===== config.mk =====
export PLATFORM = sky130hd
export DESIGN_NAME = bitwise_logic_unit
export DESIGN_NICKNAME = d
export VERILOG_FILES = /design/src/rtl/bitwise_logic_unit.sv
export SDC_FILE = /design/constraint.sdc
export NUM_CORES = 1
export LEC_CHECK = 0
export BUFFER_PORTS_ARGS = -buffer_cell sky130_fd_sc_hd__buf_2
export CORE_AREA = 2 2 121 123
export DETAILED_ROUTE_END_ITERATION = 16
export DIE_AREA = 0 0 123 125
export MAX_ROUTING_LAYER = met4
export PLACE_DENSITY = 0.77
export SYNTH_ARGS = -nofsm -noshare
export SYNTH_HDL_FRONTEND = slang
export SYNTH_SLANG_ARGS = --single-unit

===== constraint.sdc =====
create_clock -name clk -period 1.6 [get_ports clk]
set_input_delay 0.08 -clock clk [delete_from_list [all_inputs] [get_ports clk]]
set_output_delay 0.08 -clock clk [all_outputs]
set_load 0.005 [all_outputs]

===== src/rtl/bitwise_logic_unit.sv =====
// bitwise_logic_unit: WIDTH-bit eight-operation logic unit, two register stages with valid/ready
// handshakes and an accumulator that can replace operand x. Result flags built with BITLOGIC_FLAGS_EN.
module bitwise_logic_unit #(
  parameter int WIDTH = 32
) (
  input  logic             clk,
  input  logic             reset_n,
  input  logic [WIDTH-1:0] x,
  input  logic [WIDTH-1:0] y,
  input  logic [2:0]       op,
  input  logic             chain,
  input  logic             in_valid,
  output logic             in_ready,
  output logic [WIDTH-1:0] f,
  output logic             out_valid,
  input  logic             out_ready
`ifdef BITLOGIC_FLAGS_EN
  ,
  output logic             zero,
  output logic             parity
`endif
);

  logic [WIDTH-1:0] acc;
  logic [WIDTH-1:0] a;
  logic [WIDTH-1:0] r;
  logic [WIDTH-1:0] s1_result;
  logic             s1_valid;
  logic             s2_load;
  logic             accept;

  // S2 can take a new value whenever it is empty or its current value leaves this cycle.
  assign s2_load  = !out_valid || out_ready;
  assign in_ready = reset_n && (!s1_valid || s2_load);
  assign accept   = in_valid && in_ready;

  always_comb begin
    a = chain ? acc : x;
    r = a;
    case (op)
      3'b000: r = a & y;
      3'b001: r = a | y;
      3'b010: r = a ^ y;
      3'b011: r = ~(a & y);
      3'b100: r = ~(a | y);
      3'b101: r = ~(a ^ y);
      3'b110: r = a & ~y;
      3'b111: r = a;
      default: r = a;
    endcase
  end

  always_ff @(posedge clk) begin
    if (!reset_n) begin
      s1_valid  <= 1'b0;
      s1_result <= '0;
      out_valid <= 1'b0;
      f         <= '0;
      acc       <= '0;
    end else begin
      if (s2_load) begin
        out_valid <= s1_valid;
        if (s1_valid) begin
          f <= s1_result;
        end
      end
      if (accept) begin
        s1_valid  <= 1'b1;
        s1_result <= r;
        acc       <= r;
      end else if (s2_load) begin
        s1_valid <= 1'b0;
      end
    end
  end

`ifdef BITLOGIC_FLAGS_EN
  // Flags travel with f so they stay coherent with it under backpressure.
  always_ff @(posedge clk) begin
    if (!reset_n) begin
      zero   <= 1'b1;
      parity <= 1'b0;
    end else if (s2_load && s1_valid) begin
      zero   <= (s1_result == '0);
      parity <= ^s1_result;
    end
  end
`endif

endmodule


==> results summary <==
The total count of hold-check failures in the final report is 0. The slew at the pin closest to its max-slew limit came out at 0.3674 ns. The wire length reported by the detailed router came out at 17270 um.

The vertical extent of the die came out at 125 um. The wire length on met2 came out at 7973 um. The worst voltage drop across the vdd grid is 510.0 uV.

Setup repair after global routing could not meet its margin everywhere. The insertion delay of the later-clocked pin in the worst-skew pair came out at 0.34 ns. The number of enable-type register cells in the synthesized netlist is 0.

The proportion of netlist area held by the largest area contributor came out at 0.2118. The post-synthesis net count came out at 940. In the final layout, the share of cells above drive strength 1 is 0.2986.

The clock tree synthesis step divided the H-tree into 3 levels. The per-instance average area after synthesis is 8.081 sq um. The most used flip-flop cell after synthesis is dfxtp_1. The multi-input combinational cells in the finished layout cover a total of 4503 sq um. The number of primary I/O pins is 106.

Once detailed placement completed, the half-perimeter wirelength came to 12320 um. The filler cell count in the final layout came out at 1271. The number of setup violations in the final report came out at 0. The final clock period utilization by the worst path is 0.9837. Static timing analysis puts the maximum clock frequency at 0.6354 GHz.

The worst min-delay path category is in -> reg. The number of max-slew violations in the final report is 0. The initial core utilization came out at 0.4392. The total power density per cell area is 700.0 nW/um^2.

The worst hold slack came out at 0.01788 ns. The synthesized design contains 66 register bits. The completed layout was analyzed and its total power is 5439 uW.

For the worst setup path, the data required time is 1.85 ns. The number of DRC violations after detailed routing came out at 0. The final estimated routing congestion in global placement is 0.9030. The maximum number of pins on one net before global-route repair is 33. After clock tree synthesis, the clock-pin slew on the worst setup and hold paths is 0.06 ns.

Headroom to the max-slew limit came out at 0.7541. The minimum period implied by the final worst setup slack is 1.574 ns. The cell type contributing the most total cell area after synthesis is dfxtp_1. The number of DRC markers in iteration 0 is 404. Across every metal layer, demand over resource in global routing totals 0.2238.

After floorplanning, the core was sized to cover 14200 sq um. The die is 123 um wide. Of all nets on the critical path, the largest fanout is 3. The tool flagged a number of max-cap violations equal to 0. The wire length per cell came out at 15.92 um. The number of clock sinks seen by CTS is 66.

The area growth from synthesis to layout came out at 24.55%. The register area is 1340 sq um. The number of antenna violations at the first check in global routing came out at 0. The met1 layer wirelength in the final routing is 7881 um.

The run finished with clean final reports. The remaining global-route overflow is 0. The maximum clock path buffer count is 2. Yosys printed 0 warnings. The number of placement rows came out at 44.

STA classifies the critical path endpoint as a flip-flop. The count of input and output buffers is 105. The wire length of the first global-routing pass came out at 27050 um. The number of distinct standard cells referenced by the synthesized netlist came out at 49.

Detailed routing inserted a total of 5919 vias. The first detailed-routing pass took 5 iterations. The number of placed instances with taps included is 1064. The leakage power figure is 0.003635 uW. TritonCTS built the clock tree. The via count of the first global-routing pass was 5604.

The die area is 15380 sq um. At the worst endpoint, the arrival time is 1.82 ns. The final antenna diode count came out at 0. The non-filler instance count after layout came out at 1085. After synthesis, the cell types taking the most area are dfxtp_1, ha_1, nand2_1. After detailed routing, the met3 layer carries 1081 um of wire. The via density per instance came out at 5.455. For this run, the post-layout net count is 1064. STA classifies the critical path startpoint as a flip-flop. The cell count after synthesis came out at 772. The async set-reset flop share out of synthesis came out at 0. The class of the most critical setup path is reg -> reg. The tree is rooted in a clkbuf_16. The share of the Yosys chip area taken by registers is 0.2118.

The mapped netlist covers 6238 sq um. Clock skew on the completed layout was measured at 0.009075 ns. The number of buffers inserted during clock tree synthesis is 9. The highest layer touched by signal routing is met4. The remaining antenna violation count after routing is 0.
## worst paths after layout
check	cells past startpoint	to	start	slack (ns)
worst max-delay path	6	s1_result[15]$_SDFFE_PN0P_	s1_result[15]$_SDFFE_PN0P_	0.03
worst min-delay path	2	s1_valid$_SDFFE_PN0P_	reset_n	0.02
worst max register to register	6	s1_result[15]$_SDFFE_PN0P_	s1_result[15]$_SDFFE_PN0P_	0.03
worst min register to register	2	f[8]$_SDFFE_PN0P_	f[8]$_SDFFE_PN0P_	0.46
## area by class of cell
cell class,instances,area share
Clock buffer,9,0.02899
Timing Repair Buffer,171,0.1446
Clock inverter,7,0.009018
Tap cell,184,0.02963
Sequential cell,66,0.1725
Multi-Input combinational cell,574,0.5795
Inverter,74,0.03575
## per-layer routing
layer / GRT usage / vias to the layer above
met1: 0.2961 / 2773
met2: 0.3458 / 191
met5: - / -
met3: 0.04106 / 29
li1: - / 2926
met4: 0.06885 / 0
## sequential cells by signal (all words and copies together) (netlist names)
name / cells
s1_result: 32
s1_valid: 1
out_valid: 1
f: 32
## repair_timing
| item | in CTS | in global routing |
|---|---|---|
| setup endpoints to repair | 2 | 26 |
| buffers inserted | 0 | 4 |
| pin swaps | 0 | 21 |
| hold endpoints to repair | 1 | 0 |
| hold buffers | 1 | 0 |
| resized for setup | 2 | 84 |
## layout by cell type (no fill, tap or decap), types with 4 or more instances in the layout
cell type and count:
mux2i_1 14, nor2_1 36, dfxtp_1 53, buf_4 57
ha_2 8, mux2_4 6, mux2i_4 5, a32o_1 4
nand2b_1 20, o2bb2ai_1 44, clkbuf_16 9, o21ai_1 18
a21boi_0 33, o21ai_0 19, ha_1 88, a221oi_2 12
buf_12 8, buf_2 105, mux2i_2 16, o21ai_2 7
a221oi_1 11, a22oi_1 4, inv_1 74, nor2_2 4
nand3_1 13, and2_1 16, nand2_1 106, a21oi_1 30
dfxtp_2 12, o31ai_1 18
## critical path, cell delays in order, from the launching register on
cell      delay [ns]
dfxtp_1         0.35
mux2_2          0.29
buf_4           0.15
ha_1            0.20
a21oi_2         0.17
a211oi_2        0.09
o31ai_1         0.23
## cells in the mapped netlist, types with 2 or more instances
master	instances
a211oi_1	4
nand4b_1	3
clkbuf_2	3
nor3_1	2
buf_6	16
buf_2	20
o21ai_0	34
nand2_1	106
buf_1	3
a32o_1	4
inv_1	74
a221oi_1	19
a32oi_1	3
mux2i_1	35
buf_4	3
ha_1	96
a22oi_1	4
a21oi_1	31
o31ai_1	18
nand2b_1	21
dfxtp_1	66
mux2_2	4
nor2_1	40
mux2_4	5
clkbuf_1	11
o221ai_1	2
o2bb2ai_1	44
o21a_1	2
nor2b_1	3
and2_1	16
a2bb2oi_1	3
nand3_1	13
o21ai_1	10
and2b_1	2
and4_1	3
a221oi_2	4
a21boi_0	33
## report_power, final
part           total [uW]  switching, uW  internal, uW
logic                1630            870           757
clock network        1990            783          1200
registers            1830           81.5          1740
total                5440           1730          3700
## through the flow
| step | utilization | TNS [ns] | worst slack (ns) | instance area, sq um |
|---|---|---|---|---|
| 5_1_grt | 0.5470 | -0.3088 | -0.04618 | 7770 |
| 3_5_place_dp | 0.5043 | -5.047 | -0.2907 | 7163 |
| 6_report | 0.5470 | 0 | 0.02612 | 7770 |
| 2_1_floorplan | - | 0 | 0.06841 | 6238 |
| 4_1_cts | 0.5263 | -0.003970 | -0.003970 | 7476 |
| 3_3_place_gp | 0.5043 | -3.628 | -0.2047 | 7163 |
## cells by family (layout without fill, tap and decap cells)
family,Yosys count,count (layout),share of synthesized area
adder cells (fa/ha/maj),96,96,0.1925
buffers and inverters,132,261,0.1073
AO/OA/AOI/OAI,216,216,0.2507
multiplexers,44,44,0.07541
flip-flops,66,66,0.2118
AND/OR/NAND/NOR,218,218,0.1623
No activity file was read; power rests on OpenSTA's default activity.
